===== src/rtl/button_debounce.sv =====
// Debounces one raw active-low push-button into a clean level plus one-cycle
// press/release strobes. Also emits the slow sample strobe (TICK) used as a clock enable.
module button_debounce #(
  parameter int DIV_W    = 12,
  parameter int DB_TICKS = 244,
  parameter int DB_W     = 8
) (
  input  logic CLK,
  input  logic RST,
  input  logic BUT_N,
  output logic BUT_DB_N,
  output logic PRESS,
  output logic RELEASE,
  output logic TICK
);

  if (DB_TICKS < 2 || DB_TICKS > (2**DB_W) - 1) begin : g_bad_db_ticks
    $error("button_debounce: DB_TICKS=%0d outside legal range 2..%0d", DB_TICKS, (2**DB_W) - 1);
  end

  typedef enum logic [1:0] {
    RELEASED,
    PRESS_WAIT,
    PRESSED,
    RELEASE_WAIT
  } state_t;

  localparam logic [DB_W-1:0]  CNT_LAST = DB_W'(DB_TICKS - 1);
  localparam logic [DB_W-1:0]  CNT_ONE  = DB_W'(1);
  localparam logic [DIV_W-1:0] DIV_ONE  = DIV_W'(1);

  logic             sync1_q, sync1_d;
  logic             sync2_q, sync2_d;
  logic [DIV_W-1:0] div_q, div_d;
  logic             tick_q, tick_d;
  state_t           state_q, state_d;
  logic [DB_W-1:0]  cnt_q, cnt_d;
  logic             db_n_q, db_n_d;
  logic             press_q, press_d;
  logic             release_q, release_d;

  // NOTE: every signal gets a default before the case so no path can infer a latch.
  always_comb begin
    sync1_d   = BUT_N;
    sync2_d   = sync1_q;
    div_d     = div_q + DIV_ONE;
    tick_d    = &div_q;
    state_d   = state_q;
    cnt_d     = cnt_q;
    db_n_d    = db_n_q;
    press_d   = 1'b0;
    release_d = 1'b0;

    if (tick_q) begin
      unique case (state_q)
        RELEASED: begin
          if (!sync2_q) begin
            state_d = PRESS_WAIT;
            cnt_d   = CNT_ONE;
          end
        end
        PRESS_WAIT: begin
          // The sample on the accepting tick is decisive: a high there aborts.
          if (sync2_q) begin
            state_d = RELEASED;
            cnt_d   = '0;
          end else if (cnt_q == CNT_LAST) begin
            state_d = PRESSED;
            cnt_d   = '0;
            db_n_d  = 1'b0;
            press_d = 1'b1;
          end else begin
            cnt_d = cnt_q + CNT_ONE;
          end
        end
        PRESSED: begin
          if (sync2_q) begin
            state_d = RELEASE_WAIT;
            cnt_d   = CNT_ONE;
          end
        end
        RELEASE_WAIT: begin
          if (!sync2_q) begin
            state_d = PRESSED;
            cnt_d   = '0;
          end else if (cnt_q == CNT_LAST) begin
            state_d   = RELEASED;
            cnt_d     = '0;
            db_n_d    = 1'b1;
            release_d = 1'b1;
          end else begin
            cnt_d = cnt_q + CNT_ONE;
          end
        end
        default: begin
          state_d = RELEASED;
          cnt_d   = '0;
        end
      endcase
    end
  end

  // NOTE: state registers use non-blocking assignments so every flop samples pre-edge values.
  always_ff @(posedge CLK) begin
    if (RST) begin
      sync1_q   <= 1'b1;
      sync2_q   <= 1'b1;
      div_q     <= '0;
      tick_q    <= 1'b0;
      state_q   <= RELEASED;
      cnt_q     <= '0;
      db_n_q    <= 1'b1;
      press_q   <= 1'b0;
      release_q <= 1'b0;
    end else begin
      sync1_q   <= sync1_d;
      sync2_q   <= sync2_d;
      div_q     <= div_d;
      tick_q    <= tick_d;
      state_q   <= state_d;
      cnt_q     <= cnt_d;
      db_n_q    <= db_n_d;
      press_q   <= press_d;
      release_q <= release_d;
    end
  end

  assign BUT_DB_N = db_n_q;
  assign PRESS    = press_q;
  assign RELEASE  = release_q;
  assign TICK     = tick_q;

endmodule


===== config.mk =====
export PLATFORM = sky130hd
export DESIGN_NAME = button_debounce
export DESIGN_NICKNAME = d
export VERILOG_FILES = /design/src/rtl/button_debounce.sv
export SDC_FILE = /design/constraint.sdc
export NUM_CORES = 1
export LEC_CHECK = 0
export CAP_MARGIN = 20
export CELL_PAD_IN_SITES_DETAIL_PLACEMENT = 1
export CELL_PAD_IN_SITES_GLOBAL_PLACEMENT = 2
export CORE_MARGIN = 4
export CORE_UTILIZATION = 32
export DETAILED_ROUTE_END_ITERATION = 8
export HOLD_SLACK_MARGIN = 0.15
export PLACE_DENSITY_LB_ADDON = 0.05
export RECOVER_POWER = 100
export SYNTH_ARGS = -nofsm -noshare
export SYNTH_HDL_FRONTEND = slang
export SYNTH_SLANG_ARGS = --single-unit
export TNS_END_PERCENT = 20

===== constraint.sdc =====
create_clock -name CLK -period 1.39 [get_ports CLK]
set_input_delay 0.139 -clock CLK [delete_from_list [all_inputs] [get_ports CLK]]
set_output_delay 0.139 -clock CLK [all_outputs]
set_load 0.03 [all_outputs]

==> results.json, run 1 <==
{
  "r2r-end": "cnt_q[6]",
  "nFillCells": 436,
  "layout_commonest_cell": "dfxtp_1",
  "dp_hpwl_mm": 2.06,
  "timing.rr.start": "cnt_q[2]",
  "die-area_sq_um": 4890,
  "holdPathStages": 1,
  "rsz0062_at_grt": "yes",
  "fin_skew_ns": 0.00523,
  "ff2ff_setup_slack_ns": 0.02,
  "start_kind": "flip-flop",
  "track_usage_pct": 11.9,
  "async_reset_ff_share_pct": 0,
  "area_delta_synth_final_pct": 36.5,
  "utilization_pct": 45.4,
  "synth_seq_cells": 28,
  "crit_required_ns": 1.56,
  "dp_slack_ns": -0.106,
  "cts_sinks": 28,
  "first_pass_iters": 4,
  "syn_avg_cell_area_sq_um": 9.03,
  "maxSlewViolCount": 0,
  "setup_viol": 0,
  "regMostFlops": "div_q",
  "core_area_sq_um": 3690,
  "netlist_instances": 136,
  "synth.top_cell.area_share_pct": 45.7,
  "io_pins": 7,
  "cts_root_buf": "clkbuf_8",
  "route.detailed.drc": 0,
  "post-route-min-period_ns": 1.37,
  "yosys_warnings": 0,
  "grt_start_max_net_pins": 26,
  "power_leakage_nw": 0.636,
  "vias_per_cell": 4.99,
  "hold_class": "flip-flop to flip-flop",
  "status": "finished clean",
  "endpoint_kind": "flip-flop",
  "crit_fanout": 4,
  "grt-ovfl-total": 0,
  "dp.cells": 204,
  "fin_cells": 210,
  "fmax_mhz": 731,
  "p_per_area_nw_per_um2": 900,
  "first_iter_violations": 30,
  "synth_cell_type_count": 36,
  "grt_pass1_vias": 1080,
  "synthTopCellsByArea": "dfxtp_1 46%, xor2_1 5.7%, nor2_1 5.5%, xnor2_1 3.6%, nand3_1 2.9%",
  "drtAntennaViolNets": 0,
  "clkTransAtPathRegs_ns": 0.10,
  "synth_nets": 141,
  "diodes": 0,
  "top_regs": "div_q (12), cnt_q (8)",
  "maxSlewHeadroom_pct": 79.3,
  "tns_ns": 0,
  "ir_worst_vdd_uv": 524,
  "total_power_mw": 1.51,
  "grt_pass1_wl_mm": 4.89,
  "reg2reg_depth": 5,
  "die_h_microns": 69.9,
  "insertion_delay_ns": 0.27,
  "final_cell_mix": "20 x dfxtp_1, 19 x buf_4, 18 x nor2_1, 8 x xor2_1, 7 x nand2_1",
  "crit_start": "cnt_q[2]",
  "port_buffers": 6,
  "numCtsBuffers": 3,
  "wl_per_cell_microns": 13.7,
  "finalCritPeriodShare_pct": 98.4,
  "start_util_pct": 33.3,
  "finalHoldViolations": 0,
  "gp_congestion": 0.777,
  "cp.arrival_ns": 1.54,
  "antenna_found_initial": 0,
  "hold_start": "sync1_q",
  "cts_tree": "built",
  "vias": 1047,
  "synth_edf_count": 0,
  "fin_ws_ns": 0.0223,
  "synth_flop_cell": "dfxtp_1",
  "yosysSeqAreaShare_pct": 45.7,
  "crit_type": "flip-flop to flip-flop",
  "fin_nets": 168,
  "hold_path_end": "sync2_q",
  "dieWidth_microns": 69.9,
  "worst_pin_slew_ns": 0.307,
  "yosys.area.top_type": "dfxtp_1",
  "rows": 22,
  "largest_register_ffs": 12,
  "cts_buffer_depth": 2,
  "drt-total-wl_mm": 2.89,
  "ctsHoldBuffers": 0,
  "syn_area_sq_um": 1230,
  "cap_violations": 0,
  "h-tree-depth": 1,
  "final_layout_size_suffix_gt1_share_pct": 30.2
}
## worst max-delay path: stages (launching register included)
cell	delay [ns]
dfxtp_2	0.34
nand4bb_4	0.27
o211ai_1	0.24
buf_4	0.18
o22ai_2	0.08
a21o_1	0.16
## stage by stage
stage                     hold WS [ns]  instance area, sq um
after CTS                        0.427                  1630
after global routing             0.456                  1680
after detailed placement         0.402                  1500
after floorplan                  0.243                  1260
final                            0.423                  1680
after global placement           0.398                  1500
## cells by family after synthesis
group,synth area share (%)
buffers and inverters,2.45
AO/OA/AOI/OAI,12.8
adder cells (fa/ha/maj),2.04
AND/OR/NAND/NOR,25.6
XOR/XNOR,10.6
multiplexers,0.816
flip-flops,45.7
## routing by layer
metal	track usage (%)	vias to the layer above	wire (microns)
met3	3.02	2	91
met1	16.4	499	1420
li1	-	531	-
met2	19.5	15	1360
met4	1.28	0	10
met5	0	-	0
## Yosys cell counts (3+ instances only)
cell type	instances
dfxtp_1	28
nor2_1	18
xor2_1	8
nand2_1	7
nand3_1	7
clkbuf_1	6
nor3_1	6
a21oi_1	5
nand4_1	5
xnor2_1	5
or2_2	4
a21o_1	3
o211ai_1	3
## power breakdown
group / switching (mW) / total, mW / internal, mW
sequential: 0.00796 / 0.816 / 0.808
combinational: 0.0278 / 0.0542 / 0.0264
clock: 0.252 / 0.637 / 0.385
## timing repair
| item | CTS | global route |
|---|---|---|
| gates resized for setup | 15 | 9 |
| pin swaps | 3 | 8 |
| endpoints found under the hold margin | 0 | 0 |
| endpoints found under the setup margin | 15 | 12 |
| buffers inserted | 1 | 1 |
## worst max path at each step
stage | end | slack, ns | cells after the start
after floorplan | cnt_q[7] | -0.02 | 4
after global placement | cnt_q[6] | -0.02 | 5
after detailed placement | cnt_q[6] | -0.11 | 5
after CTS | state_q[0] | 0.02 | 5
after global routing | cnt_q[6] | -0.07 | 6
final | cnt_q[6] | 0.02 | 5
## layout make-up
class                           instances  area (sq um)  area share (%)
Timing Repair Buffer                   28           224            13.4
Tap cell                               48          60.1            3.58
Sequential cell                        28           576            34.4
Multi-Input combinational cell        100           737            44.0
Clock buffer                            3          41.3            2.46
Inverter                                2          7.51           0.448
Clock inverter                          1          30.0            1.79
Power figures use the tool's default switching activity.
==> run 2: changes to the inputs <==
- CORE_UTILIZATION: 32 -> 38
- CTS_BUF_LIST: not set -> sky130_fd_sc_hd__clkbuf_16
- clock period: 1.39 -> 1.7 ns (I/O delays scaled with it)
==> run 2 against run 1 <==
Register-to-register slack gained 0.098 ns; die area shrank 14%; sequential share of layout area grew 4.4 points; final cell count shrank 9.5%; via count shrank 7.5%.
==> results.json, run 2 (same netlist as run 1, synthesis figures left out) <==
{
  "post_dp_cell_area_sq_um": 1370,
  "cap_violations": 0,
  "nFillCells": 371,
  "fmax_mhz": 620,
  "layout_commonest_cell": "dfxtp_1",
  "fin_nets": 152,
  "numCtsBuffers": 3,
  "grt_pass1_wl_mm": 4.35,
  "post-route-min-period_ns": 1.61,
  "top_regs": "div_q (12), cnt_q (8)",
  "post_cts_buffers": 0,
  "reg2reg_depth": 4,
  "max_stage_delay_ns": 0.77,
  "r2r-end": "cnt_q[7]",
  "core_area_sq_um": 3080,
  "die_h_microns": 64.8,
  "drt-total-wl_mm": 2.47,
  "timing.rr.start": "cnt_q[2]",
  "cts_root_buf": "clkbuf_16",
  "hold_class": "flip-flop to flip-flop",
  "track_usage_pct": 13.1,
  "slowest_stage": "dlygate4sd3_1",
  "grt-ovfl-total": 0,
  "first_iter_violations": 10,
  "holdPathStages": 1,
  "diodes": 0,
  "ir_worst_vdd_uv": 528,
  "rows": 20,
  "critPathBufInv": 1,
  "regMostFlops": "div_q",
  "fin_skew_ns": 0.00637,
  "wl_per_cell_microns": 13.0,
  "area_delta_synth_final_pct": 17.7,
  "vias": 968,
  "dieWidth_microns": 64.8,
  "fin_ws_ns": 0.0876,
  "whs_ns": 0.415,
  "cp.arrival_ns": 1.44,
  "ff2ff_setup_slack_ns": 0.12,
  "first_pass_iters": 4,
  "crit_type": "flip-flop to output port",
  "grt_start_max_net_pins": 26,
  "endpoint_kind": "output port",
  "path_cells": "dlygate4sd3_1",
  "final_layout_size_suffix_gt1_share_pct": 10.3,
  "ctsHoldBuffers": 0,
  "maxSlewViolCount": 0,
  "finalCritPeriodShare_pct": 94.8,
  "start_kind": "flip-flop",
  "gp_congestion": 0.733,
  "start_util_pct": 39.9,
  "crit_family": "buffers and inverters",
  "hold_path_end": "sync2_q",
  "hold_start": "sync1_q",
  "rsz0062_at_grt": "no",
  "dp_hpwl_mm": 1.82,
  "cts-resized-gates": 0,
  "crit_fanout": 6,
  "status": "finished clean",
  "cts_sinks": 28,
  "finalHoldViolations": 0,
  "cts_tree": "built",
  "clkTransAtPathRegs_ns": 0.07,
  "design_area_sq_um": 1450,
  "port_buffers": 6,
  "drtAntennaViolNets": 0,
  "vias_per_cell": 5.09,
  "worst_pin_slew_ns": 0.342,
  "insertion_delay_ns": 0.26,
  "maxSlewHeadroom_pct": 76.9,
  "seq_area_sq_um": 561,
  "die-area_sq_um": 4200,
  "grt_pass1_vias": 989,
  "p_per_area_nw_per_um2": 858,
  "antenna_found_initial": 0,
  "tns_ns": 0,
  "final_cell_mix": "28 x dfxtp_1, 18 x nor2_1, 8 x xor2_1, 7 x nand2_1",
  "multi_input_area_sq_um": 642,
  "setup_viol": 0,
  "h-tree-depth": 1,
  "cts_buffer_depth": 2,
  "crit_required_ns": 1.53,
  "power_leakage_nw": 0.533,
  "route.detailed.drc": 0,
  "dp_slack_ns": 0.0910,
  "largest_register_ffs": 12,
  "io_pins": 7
}
==> run 2: changes by cell type in the layout (fill, tap and decap cells not counted), sizes merged <==
cell	previous run	this run
dlygate4sd2	4	0
dlygate4sd3	1	5
buf	21	5
bufinv	1	0
clkinv	0	1
==> run 2: through the flow <==
step | power, mW | std cells | util [%]
floorplan | 0.710 | 136 | -
global placement | 0.723 | 186 | 44.3
detailed placement | 0.724 | 186 | 44.3
CTS | 1.26 | 190 | 46.9
global route | 1.29 | 190 | 47.0
finish | 1.24 | 190 | 47.0
==> run 2: routing by layer <==
layer | track usage (%) | part of all wire, % | vias to the layer above
li1 | - | - | 500
met1 | 14.5 | 46 | 461
met2 | 24.5 | 51 | 5
met3 | 3.12 | 2.1 | 2
met4 | 3.96 | 0.77 | 0
met5 | 0 | 0 | -
==> run 2: worst max path at each step <==
stage,start,to,slack (ns),cells past startpoint
finish,TICK,TICK,0.09,1
global route,cnt_q[0],cnt_q[6],0.004,5
CTS,cnt_q[0],cnt_q[6],0.08,5
detailed placement,cnt_q[0],cnt_q[6],0.09,5
global placement,cnt_q[0],BUT_DB_N,0.18,6
floorplan,TICK,BUT_DB_N,0.13,5
==> run 2: area by class of cell <==
cell class	instances	share of cell area, %
Clock buffer	3	5.19
Clock inverter	1	0.260
Inverter	2	0.519
Multi-Input combinational cell	100	44.4
Sequential cell	28	38.8
Tap cell	44	3.81
Timing Repair Buffer	12	7.01
==> run 2: power by group <==
| part | internal, mW | total, mW | switching [mW] |
|---|---|---|---|
| combinational | 0.0175 | 0.0373 | 0.0197 |
| sequential | 0.664 | 0.670 | 0.00609 |
| clock | 0.315 | 0.532 | 0.217 |
| total | 0.997 | 1.24 | 0.243 |
==> run 3: changes to the inputs <==
- CORE_UTILIZATION: 38 -> 41
- DONT_BUFFER_PORTS: not set -> 1
==> run 3 against run 2 <==
Global-route usage is 1.2 points higher; die area is 6.4% lower; wire length is 1.3% higher; flip-flop and latch count stayed put; via count is 0.93% higher; final area is 2.8% lower; final cell count is 9.5% lower; count of clock-buffer cells in the layout stayed put; critical path depth is 3 higher; register-to-register slack better by 0.02 ns; sequential power hardly changed; first-iteration DRC count grew to 4.3 times the previous value; highest routed layer unchanged.
==> results.json, run 3 (same netlist as run 1, synthesis figures left out) <==
{
  "insertion_delay_ns": 0.26,
  "core_area_sq_um": 2810,
  "track_usage_pct": 14.3,
  "h-tree-depth": 1,
  "power_leakage_nw": 0.521,
  "hold_start": "RST",
  "crit_family": "simple AND/OR/NAND/NOR gates",
  "largest_register_ffs": 12,
  "post-route-min-period_ns": 1.56,
  "fin_skew_ns": 0.00247,
  "die-area_sq_um": 3930,
  "area_delta_synth_final_pct": 14.5,
  "grt_pass1_wl_mm": 4.66,
  "ff2ff_setup_slack_ns": 0.14,
  "start_util_pct": 43.8,
  "post_cts_buffers": 0,
  "rows": 19,
  "grt-ovfl-total": 0,
  "layout_commonest_cell": "dfxtp_1",
  "grt_start_max_net_pins": 23,
  "dp_hpwl_mm": 1.80,
  "cts_root_buf": "clkbuf_16",
  "globalRouteMet2Util_pct": 27.2,
  "endpoint_kind": "flip-flop",
  "clkTransAtPathRegs_ns": 0.07,
  "die_h_microns": 62.7,
  "first_iter_violations": 43,
  "drtAntennaViolNets": 0,
  "maxSlewHeadroom_pct": 48.8,
  "grt_use_met1_pct": 16.5,
  "crit_required_ns": 1.89,
  "crit_start": "cnt_q[2]",
  "vias_per_cell": 5.68,
  "port_buffers": 0,
  "cp.arrival_ns": 1.75,
  "status": "finished clean",
  "final_cell_mix": "27 x dfxtp_1, 18 x nor2_1, 8 x xor2_1, 7 x nand3_1, 7 x nand2_1",
  "slowest_stage": "or4_1",
  "setup_viol": 0,
  "top_regs": "div_q (12), cnt_q (8)",
  "wl_per_cell_microns": 14.5,
  "cts_buffer_depth": 2,
  "utilization_pct": 50.1,
  "fmax_mhz": 639,
  "tns_ns": 0,
  "crit_type": "flip-flop to flip-flop",
  "io_pins": 7,
  "max_stage_delay_ns": 0.47,
  "path_cells": "nand2_1 -> or2_2 -> or4_1 -> a21oi_1",
  "vias": 977,
  "finalCritPeriodShare_pct": 92.0,
  "gp_congestion": 0.752,
  "worst_pin_slew_ns": 0.766,
  "crit_fanout": 5,
  "fin_nets": 147,
  "route.detailed.drc": 0,
  "critPathBufInv": 0,
  "rsz0062_at_grt": "no",
  "regMostFlops": "div_q",
  "antenna_found_initial": 0,
  "finalHoldViolations": 0,
  "first_pass_iters": 4,
  "busiest_layer": "met2",
  "grt_pass1_vias": 1053,
  "cap_violations": 0,
  "use_met3_pct": 2.34,
  "diodes": 0,
  "timing.rr.start": "cnt_q[2]",
  "dp_slack_ns": 0.135,
  "hold_class": "input pin to flip-flop",
  "drt-total-wl_mm": 2.50,
  "dieWidth_microns": 62.7,
  "final_layout_size_suffix_gt1_share_pct": 11.3,
  "ir_worst_vdd_uv": 464,
  "start_kind": "flip-flop",
  "p_per_area_nw_per_um2": 986,
  "numCtsBuffers": 3,
  "cts_sinks": 28,
  "cts_tree": "built",
  "maxSlewViolCount": 0,
  "fin_ws_ns": 0.135
}
[run 3: changes by cell type in the layout (fill, tap and decap cells not counted)]
cell / change
dlygate4sd3_1: -3
buf_4: -1
bufinv_16: +1
clkbuf_1: -1
clkbuf_2: +1
clkdlybuf4s50_1: -1
clkinv_1: -1
dfxtp_1: -1
dfxtp_2: +1
nand3_1: +1
nand3_2: -1
o311ai_0: -1
o311ai_1: +1
[run 3: final timing paths]
| check | endpoint | cells past startpoint |
|---|---|---|
| max reg2reg | cnt_q[7] | 4 |
| min | cnt_q[6] | 2 |
| min reg2reg | sync2_q | 1 |
| max | cnt_q[7] | 4 |
[run 3: report_power, final]
| part | internal, mW | total (mW) | switching, mW |
|---|---|---|---|
| logic | 0.0159 | 0.0345 | 0.0186 |
| registers | 0.664 | 0.670 | 0.00619 |
| clock network | 0.468 | 0.680 | 0.212 |
[run 3: what timing repair did]
item	4_1_cts	5_1_grt
endpoints found under the hold margin	22	0
hold buffers	2	0
resized for setup	0	2
setup endpoints to repair	0	5
[run 3: per-layer routing]
| layer | vias to the layer above | wire length [microns] |
|---|---|---|
| met5 | - | 0 |
| met4 | 0 | 10 |
| met3 | 2 | 38 |
| met2 | 3 | 1340 |
| met1 | 482 | 1110 |
| li1 | 490 | - |
[run 3: cell type report]
type / instances / area [sq um]
Clock buffer: 3 / 75.1
Clock inverter: 1 / 30.0
Fill cell: 323 / 1400
Inverter: 2 / 7.51
Multi-Input combinational cell: 100 / 637
Sequential cell: 28 / 562
Tap cell: 31 / 38.8
Timing Repair Buffer: 7 / 55.1
[run 3: per-stage QoR]
stage	instances	total power [mW]	hold slack, ns	instance area (sq um)
2_1_floorplan	136	0.710	0.274	1230
3_3_place_gp	166	0.708	0.241	1280
3_5_place_dp	166	0.710	0.243	1280
4_1_cts	172	1.41	0.173	1410
5_1_grt	172	1.45	0.180	1410
6_report	172	1.38	0.180	1410
[run 3: worst register-to-register path, stage by stage (launching register included)]
cell	delay (ns)
dfxtp_1	0.40
nand2_1	0.13
or2_2	0.34
or4_1	0.47
a21oi_1	0.15
